File: src/rtl/skew_tile_buffer.sv
// Double-buffered DIM x DIM operand tile buffer that streams its tile as a diagonally skewed wavefront.
// Optional feature: define SKEW_STALL_CNT_EN to get a saturating stream-stall counter on o_stall_cnt.
module skew_tile_buffer #(
    parameter int BITS    = 8,
    parameter int DIM     = 8,
    parameter int ROWBITS = $clog2(DIM)
) (
    input  logic                   i_clk,
    input  logic                   i_rst_n,
    input  logic                   i_wr_en,
    input  logic [ROWBITS-1:0]     i_wr_row,
    input  logic signed [BITS-1:0] i_wr_data [DIM-1:0],
    input  logic                   i_wr_commit,
    output logic                   o_wr_ready,
    input  logic                   i_col_mode,
    input  logic                   i_start,
    input  logic                   i_en,
    output logic signed [BITS-1:0] o_out [DIM-1:0],
    output logic                   o_out_valid,
    output logic                   o_busy,
    output logic                   o_done,
    output logic [15:0]            o_stall_cnt
);
    localparam int KW = ROWBITS + 1;
    localparam logic [KW-1:0] KLast = KW'(2 * DIM - 2);

    typedef enum logic [0:0] {StIdle, StStream} state_e;
    typedef enum logic [1:0] {BkEmpty, BkFull, BkStream} bank_e;

    state_e                 r_state;
    state_e                 w_state_d;
    bank_e                  r_bst [2];
    bank_e                  w_bst_d [2];
    logic                   r_wr_bank;
    logic                   r_rd_bank;
    logic [KW-1:0]          r_k;
    logic                   r_col_mode;
    logic [DIM-1:0]         r_row_vld [2];
    logic signed [BITS-1:0] r_mem [2][DIM-1:0][DIM-1:0];
    logic signed [BITS-1:0] r_out [DIM-1:0];
    logic                   r_out_valid;
    logic                   r_done;

    logic                   w_wr_ok;
    logic                   w_commit_ok;
    logic                   w_start_ok;
    logic                   w_adv;
    logic                   w_end;
    logic                   w_mode;
    logic [KW-1:0]          w_kn;
    logic signed [BITS-1:0] w_lane [DIM-1:0];

    assign o_wr_ready  = (r_bst[r_wr_bank] == BkEmpty);
    assign w_wr_ok     = i_wr_en & o_wr_ready;
    assign w_commit_ok = i_wr_commit & o_wr_ready;

    always_comb begin
        w_state_d  = r_state;
        w_bst_d[0] = r_bst[0];
        w_bst_d[1] = r_bst[1];
        w_start_ok = 1'b0;
        w_adv      = 1'b0;
        w_end      = 1'b0;
        unique case (r_state)
            StIdle: begin
                if (i_start && (r_bst[r_rd_bank] == BkFull)) begin
                    w_start_ok           = 1'b1;
                    w_state_d            = StStream;
                    w_bst_d[r_rd_bank]   = BkStream;
                end
            end
            StStream: begin
                if (i_en) begin
                    if (r_k == KLast) begin
                        w_end              = 1'b1;
                        w_state_d          = StIdle;
                        w_bst_d[r_rd_bank] = BkEmpty;
                    end else begin
                        w_adv = 1'b1;
                    end
                end
            end
            default: w_state_d = StIdle;
        endcase
        // Commit only ever targets an EMPTY bank, so it cannot collide with the read-bank update.
        if (w_commit_ok) begin
            w_bst_d[r_wr_bank] = BkFull;
        end
    end

    // Outputs are registered, so lanes are computed for the k that becomes visible after the edge.
    assign w_kn   = w_start_ok ? '0 : r_k + KW'(1);
    assign w_mode = w_start_ok ? i_col_mode : r_col_mode;

    for (genvar gi = 0; gi < DIM; gi++) begin : g_lane
        logic [KW-1:0]      w_off;
        logic [ROWBITS-1:0] w_idx;
        logic [ROWBITS-1:0] w_row_sel;
        logic [ROWBITS-1:0] w_col_sel;
        logic               w_hit;

        assign w_off     = w_kn - KW'(gi);
        assign w_idx     = w_off[ROWBITS-1:0];
        assign w_hit     = (w_kn >= KW'(gi)) && (w_off < KW'(DIM));
        assign w_row_sel = w_mode ? w_idx : ROWBITS'(gi);
        assign w_col_sel = w_mode ? ROWBITS'(gi) : w_idx;
        // Rows not written since the bank was emptied read as zero via the row-valid mask.
        assign w_lane[gi] = (w_hit && r_row_vld[r_rd_bank][w_row_sel]) ?
                            r_mem[r_rd_bank][w_row_sel][w_col_sel] : '0;
    end

    always_ff @(posedge i_clk) begin
        if (w_wr_ok) begin
            for (int c = 0; c < DIM; c++) begin
                r_mem[r_wr_bank][i_wr_row][c] <= i_wr_data[c];
            end
        end
    end

    always_ff @(posedge i_clk) begin
        if (!i_rst_n) begin
            r_state      <= StIdle;
            r_bst[0]     <= BkEmpty;
            r_bst[1]     <= BkEmpty;
            r_wr_bank    <= 1'b0;
            r_rd_bank    <= 1'b0;
            r_k          <= '0;
            r_col_mode   <= 1'b0;
            r_row_vld[0] <= '0;
            r_row_vld[1] <= '0;
            r_out_valid  <= 1'b0;
            r_done       <= 1'b0;
            for (int i = 0; i < DIM; i++) begin
                r_out[i] <= '0;
            end
        end else begin
            r_state  <= w_state_d;
            r_bst[0] <= w_bst_d[0];
            r_bst[1] <= w_bst_d[1];
            r_done   <= w_end;
            if (w_commit_ok) begin
                r_wr_bank <= ~r_wr_bank;
            end
            if (w_end) begin
                r_rd_bank            <= ~r_rd_bank;
                r_row_vld[r_rd_bank] <= '0;
            end
            if (w_wr_ok) begin
                r_row_vld[r_wr_bank][i_wr_row] <= 1'b1;
            end
            if (w_start_ok) begin
                r_col_mode <= i_col_mode;
            end
            if (w_start_ok || w_adv) begin
                r_k         <= w_kn;
                r_out       <= w_lane;
                r_out_valid <= 1'b1;
            end else if (w_end) begin
                r_k         <= '0;
                r_out_valid <= 1'b0;
                for (int i = 0; i < DIM; i++) begin
                    r_out[i] <= '0;
                end
            end
        end
    end

`ifdef SKEW_STALL_CNT_EN
    logic [15:0] r_stall_cnt;

    always_ff @(posedge i_clk) begin
        if (!i_rst_n || w_start_ok) begin
            r_stall_cnt <= '0;
        end else if ((r_state == StStream) && !i_en && (r_stall_cnt != 16'hFFFF)) begin
            r_stall_cnt <= r_stall_cnt + 16'd1;
        end
    end

    assign o_stall_cnt = r_stall_cnt;
`else
    assign o_stall_cnt = 16'd0;
`endif

    assign o_out       = r_out;
    assign o_out_valid = r_out_valid;
    assign o_busy      = (r_state == StStream);
    assign o_done      = r_done;

endmodule

File: config.mk
export PLATFORM = sky130hd
export DESIGN_NAME = skew_tile_buffer
export DESIGN_NICKNAME = d
export VERILOG_FILES = /design/src/rtl/skew_tile_buffer.sv
export SDC_FILE = /design/constraint.sdc
export NUM_CORES = 2
export LEC_CHECK = 0
export CAP_MARGIN = 30
export CELL_PAD_IN_SITES_DETAIL_PLACEMENT = 0
export CELL_PAD_IN_SITES_GLOBAL_PLACEMENT = 2
export CORE_MARGIN = 4
export CORE_UTILIZATION = 47
export DETAILED_ROUTE_END_ITERATION = 8
export MAX_ROUTING_LAYER = met4
export PLACE_DENSITY_LB_ADDON = 0.05
export SETUP_SLACK_MARGIN = 0.4
export SLEW_MARGIN = 20
export SYNTH_ARGS = -nofsm -noshare
export SYNTH_HDL_FRONTEND = slang
export SYNTH_SLANG_ARGS = --single-unit
File: constraint.sdc
create_clock -name i_clk -period 10.2 [get_ports i_clk]
set_clock_uncertainty 0.05 [all_clocks]
set_input_delay 2.04 -clock i_clk [delete_from_list [all_inputs] [get_ports i_clk]]
set_output_delay 2.04 -clock i_clk [all_outputs]
set_load 0.01 [all_outputs]
Word-level counts from Yosys, hierarchy flattened
Memories as Yosys holds them, arrays and structs flattened. A register that Yosys moved wholly into a read port is not among the register bits.
Cells that the tools add are included.

cells by class
  bitwise logic cells = 3601
  reductions and logical operators = 25
  multiplexer cells = 3733
  equal/unequal tests = 2
  add/subtract/negate cells = 8
  order comparisons = 38

operator list
  operator             count
  $mux 512             8
  $mux 1               3623
  $or 1x1->1           3586
  $bmux 64 s3          8
  $demux 64 s3         8
  $mux 64              11
  $bmux 8 s3           8
  $mux 8               21
  $lt 3x4->1 const B   17
  $mux 56              1
  $mux 3               16
  $mux 48              1
  $mux 40              1
  $lt 4x4->1 const B   8
  $mux 32              1
  $mux 4               7
  $bmux 1 s3           8
  $mux 24              1
  $logic_and 1x1->1    20
  $ge 4x3->1 const B   4
  $mux 16              1
  $reduce_or 8->1      2
  $sub 4x3->4 const B  4
  $ge 4x1->1 const B   2
  25 further kinds     40

word-level totals
  memories kept = 3
  bits of input ports = 74
  logic and storage cells = 7425
  output and inout port bits = 84
  memory bits (writable) = 1044
  flip-flop bits (word level) = 74

memory list
  memory     depth  width  read ports  clocked after memory_dff  write ports  RTL line  source
  r_mem      2      512    1           1                         1            39        logic signed [BITS-1:0] r_mem [2][DIM-1:0][DIM-1:0];
  r_row_vld  2      8      1           1                         2            38        logic [DIM-1:0] r_row_vld [2];
  r_bst      2      2      4           2                         2            32        bank_e r_bst [2];

Logic depth before layout (Yosys ltp)
  depth after elaboration = 13
  mapped depth = 19

Worst setup path after synthesis
OpenSTA, ideal clock, no wires.

  path type = input port to flip-flop
  start point = input i_wr_row[0]
  end point = memory r_mem[0][0] (netlist bit), enable pin
  slack = 2.710 ns
  cell stages on the path = 2
  library setup time = 0.567 ns
  arrival = 6.873 ns
  cells stage by stage = or3_1 nor3_1

between the ends
  cells in the longest elaborated chain, start to end = 12
  elaborated cells between the ends (all ways) = 27
  those cells by class = 2 x order compare; 17 x mux; 7 x bitwise; 1 x reduce/logical

RTL lines
  element                                                         RTL line  source
  from (decl)                                                     11        input logic [ROWBITS-1:0] i_wr_row,
  $lt 3x4->1 (implied by the code) or $ge 3x1->1 (tied branches)  115       r_mem[r_wr_bank][i_wr_row][c] <= i_wr_data[c];
  $logic_and 1x1->1 (implied by the code)                         115
  $mux 8 (implied by the code)                                    115
  $demux 64 s3                                                    115
  $mux 512 (implied by the code)                                  115
  $or 1x1->1 (no line) (6 in series)                              -
  $or 1x1->1 (no line) (*)                                        -
  to (decl)                                                       39

Mark *: on every way between the ends. The rest lies on a longest branch, timed or not.

Worst setup path in the final report
  start point = input i_start
  end point = register r_out (netlist bit o_out[56])

between the ends
  cells in the longest elaborated chain, start to end = 12
  elaborated cells between the ends (all ways) = 22
  those cells by class = 1 x add/sub; 2 x order compare; 14 x mux; 5 x reduce/logical

RTL lines
  element                        RTL line  source
  from (decl)                    16        input logic i_start,
  $logic_and 1x1->1 (*)          66        if (i_start && (r_bst[r_rd_bank] == BkFull)) begin
  $mux 1 (*)                     66
  $mux 1 (*)                     64        unique case (r_state)
  $mux 4                         92        assign w_kn = w_start_ok ? '0 : r_k + KW'(1);
  $sub 4x3->4                    102       assign w_off = w_kn - KW'(gi);
  $mux 3                         105       assign w_row_sel = w_mode ? w_idx : ROWBITS'(gi);
  $bmux 64 s3                    109       r_mem[r_rd_bank][w_row_sel][w_col_sel] : '0;
  $mux 64 (implied by the code)  109
  $bmux 8 s3                     109
  $mux 8 (implied by the code)   109
  $mux 8                         108       assign w_lane[gi] = (w_hit && r_row_vld[r_rd_bank][w_row_sel]) ?
  $mux 64                        154       if (w_start_ok || w_adv) begin
  to (signal assigned)           156       r_out <= w_lane;
  to (decl)                      40        logic signed [BITS-1:0] r_out [DIM-1:0];

Mark *: on every way between the ends. The rest lies on a longest branch, timed or not. The select of a mux whose other input is x is not followed.
A chain may end at the register's enable or synchronous reset.

==> results by group <==
Outcome
  • Status: finished clean

Hold path
  • HP Start: r_row_vld[1][0]
  • Hold path depth: 2
  • Worst Hold Class: register to register
  • WHS Endpoint: r_row_vld[1][0]

Logic synthesis
  • Post-synthesis cell count: 5302
  • EDFF count, synth: roughly 1000
  • Mapped cell area: 61300 um2
  • Top cells by area, synth: edfxtp_1 (50%), mux4_2 (7.2%), nor3_1 (3.4%)
  • Syn. warnings: 0
  • Syn_area_per_cell: 11.6 um2
  • Register area share after synthesis: 0.533
  • Seq cells post-synth: 1120
  • Post-synth cell types: ~110
  • Fraction of registers with async set/reset: 0
  • Cell taking the most area after synthesis: edfxtp_1
  • Synth top area share: 0.502
  • Synth Flop Type: edfxtp_1

Power
  • Switch Pwr: 3.55 mW
  • Leak: roughly 21 nW
  • Clock share of power: 0.391
  • Sequential power share: 0.441
  • Sw frac: 0.304
  • P per Cell Area: between 150 and 200 nW/um2
  • Peak supply drop: 0.000178 V
  • Cell internal pwr: approximately 8 mW
  • Comb power frac: 0.168

STA
  • Fin. Hold Viols: 0
  • Rel. slew slack: 0.263
  • Final worst path period share: 0.674
  • Final setup vio count: 0
  • RSZ-0062 raised after global routing: false
  • Fmax: 146 MHz
  • Measured slew at the worst slew-check pin: about 1.1 ns
  • Max Slew Vio Count: 0
  • Final setup TNS: 0 ns
  • Minimum clock period: between 6 and 7 ns

Clock network
  • TritonCTS Buffers: between 100 and 150
  • Worst-path clk slew: approximately 0.070 ns
  • # hold bufs at CTS: 0
  • Postcts setup bufs: 0
  • Root Driver: clkbuf_16
  • Sinks on Clock Net: 1120
  • H-tree depth: 4
  • Cts repair resizes: 0
  • Clock Latency Late Sink: ~0.80 ns
  • CTS tree: yes
  • Clk buf depth: 3

Placed design
  • DP HPWL: around 220 mm
  • Cells after DPL: between 6000 and 7000
  • PortBufs: 141
  • Routability cong.: between 1 and 1.5

Worst setup path
  • Startpoint types: input pin
  • Critical path class: input pin to register
  • Worst R2R Setup Slack: 3.99 ns
  • Slowest-stage cell, CP: a211oi_1
  • Top Family by Delay on Critical Path: buffers and inverters
  • Crit. End Element: register
  • CP most frequent cell: buf_4
  • Worst path cell trace: clkdlybuf4s50_1 -> nand4b_4 -> a21oi_4 -> buf_4 -> buf_4 -> nor2_1 -> buf_4 -> nor3_4 -> buf_12 -> a221o_1 -> a21oi_1 -> a211oi_1 -> a211o_1
  • Critical path peak fanout: 38
  • Critical R2R Capture: o_out[58]
  • Crit path required time: between 10 and 15 ns
  • Worst EP arrival: 7.56 ns
  • Worst Path Buf+Inv: 5
  • Slowest stage delay, CP: 0.73 ns
  • Reg2reg path depth: 12
  • Crit path depth: 13

Routing
  • Starting DRT DRC Count: ~12000
  • DRC viols: 0
  • Routed Antenna Nets: 0
  • Vias: 56700
  • Drt via density: 7.97
  • First-pass iteration count of the detailed router: 6
  • Total wire length: 331 mm
  • WL per Instance: 46.5 um

Floorplan
  • Die width: 369 um
  • Floorplan Core Area: 129000 um2
  • Site Rows: 132
  • Initial core utilization: 0.473
  • Number of I/O pins: 158
  • Die Area: 136000 um2
  • Die height: 369 um

Global route
  • Grt total ovfl: 0
  • GRT Resource Usage Total: 0.486
  • First-pass GRT wire length: between 400 and 500 mm
  • Initial antenna violation count: 37
  • Largest net degree at the start of global routing: 127
  • Number of global-route vias before repair: just over 50000

Final layout
  • Area of the multi-input gates: between 20000 and 30000 um2
  • Fillers: ~11000
  • Non-filler instance count after layout: 7113
  • Final nets: 5324
  • Reg area: 32700 um2
  • Share of cells above drive strength 1: 0.141
  • P&R area growth vs syn: 11.9%

Run
  • Max_cap viols: 0
-- routing by layer --
| metal | wire length (um) | vias up | track usage |
|---|---|---|---|
| met5 | 0 | - | - |
| met4 | 21300 | 0 | 0.246 |
| li1 | - | 21700 | - |
| met2 | 139000 | 5291 | 0.677 |
| met3 | 48700 | 1005 | 0.167 |
| met1 | 121000 | 28700 | 0.632 |
-- worst max path at each step --
stage                  endpoint        start
floorplan           r_mem[0][0]  i_wr_row[0]
global placement      o_out[28]      i_start
detailed placement    o_out[56]      i_start
CTS                   o_out[56]      i_start
global route          o_out[51]      i_start
finish                o_out[56]      i_start
-- cell usage after synthesis, types with 42 or more instances --
library cell,number
nand4_1,57
o22ai_1,147
mux2_2,55
o221ai_1,135
mux2i_1,137
nor3_1,421
a21oi_1,293
or3_1,57
buf_2,265
mux4_2,196
nand3_1,90
a31oi_1,42
buf_4,46
edfxtp_1,1024
a211oi_1,84
nand2_1,261
clkbuf_1,201
dfxtp_1,96
buf_1,42
o211ai_1,131
a22oi_1,55
nor2_1,421
o32ai_1,210
nor4_1,203
o21ai_0,159
-- power by group through the flow --
stage	clock, mW	sequential, mW	combinational, mW
5_1_grt	4.77	5.16	1.93
3_5_place_dp	0	5.25	1.83
6_report	4.56	5.15	1.96
2_1_floorplan	0	5.23	0.895
3_3_place_gp	0	5.24	1.82
4_1_cts	4.56	5.15	1.83
-- flip-flops by register name, indices dropped and copies added, names as in the netlist, named ones only --
name / flops
r_k: 4
o_busy: 1
o_done: 1
r_mem: 1024
r_rd_bank: 1
o_out_valid: 1
r_wr_bank: 1
o_out: 64
r_row_vld: 16
r_col_mode: 1
r_bst: 4
-- cell type report --
class,instances,area share
Clock inverter,76,0.00903
Clock buffer,154,0.0496
Multi-Input combinational cell,3627,0.385
Antenna cell,33,0.00120
Tap cell,1742,0.0318
Inverter,11,0.000711
Timing Repair Buffer,350,0.0467
Sequential cell,1120,0.476
-- worst min-delay path, cell delays in order, from the launching register on --
cell     delay, ns
dfxtp_1       0.32
a21oi_1       0.06
nor2_1        0.07
-- per-stage QoR --
step                      setup WS (ns)  instance area, um2  hold WS [ns]   util  power [mW]
after detailed placement           2.64               64400         0.426  0.498        7.07
after global placement             2.14               64300         0.411  0.497        7.06
after global routing               3.37               68600         0.458  0.530        11.9
after CTS                          3.46               68500         0.439  0.529        11.5
after floorplan                    2.71               61400         0.401      -        6.13
final                              3.33               68600         0.440  0.530        11.7
-- cell usage in the layout, fill, tap and decap left out, drive strengths merged, types with 31 or more instances in the layout --
cell type and instances:
edfxtp 1024, nor2 427, nor3 423, a21oi 296
nand2 263, o32ai 210, buf 206, nor4 203
mux4 196, o21ai 167, clkbuf 157, o22ai 149
clkdlybuf4s50 141, mux2i 137, o221ai 135, o211ai 131
dfxtp 96, nand3 92, a211oi 85, nand4 57
or3 57, clkinv 57, mux2 55, a22oi 55
a31oi 44, diode 33, a221oi 31
-- cells by family after synthesis --
logic type	after synthesis	share of synthesized area
compound gates	1565	0.183
xor+xnor	9	0.00214
fa+ha+maj	9	0.00184
buf+inv	570	0.0437
flops	1120	0.533
mux	388	0.104
other cells	1	0.0000612
simple gates	1640	0.131
No activity file was read; power rests on OpenSTA's default activity.
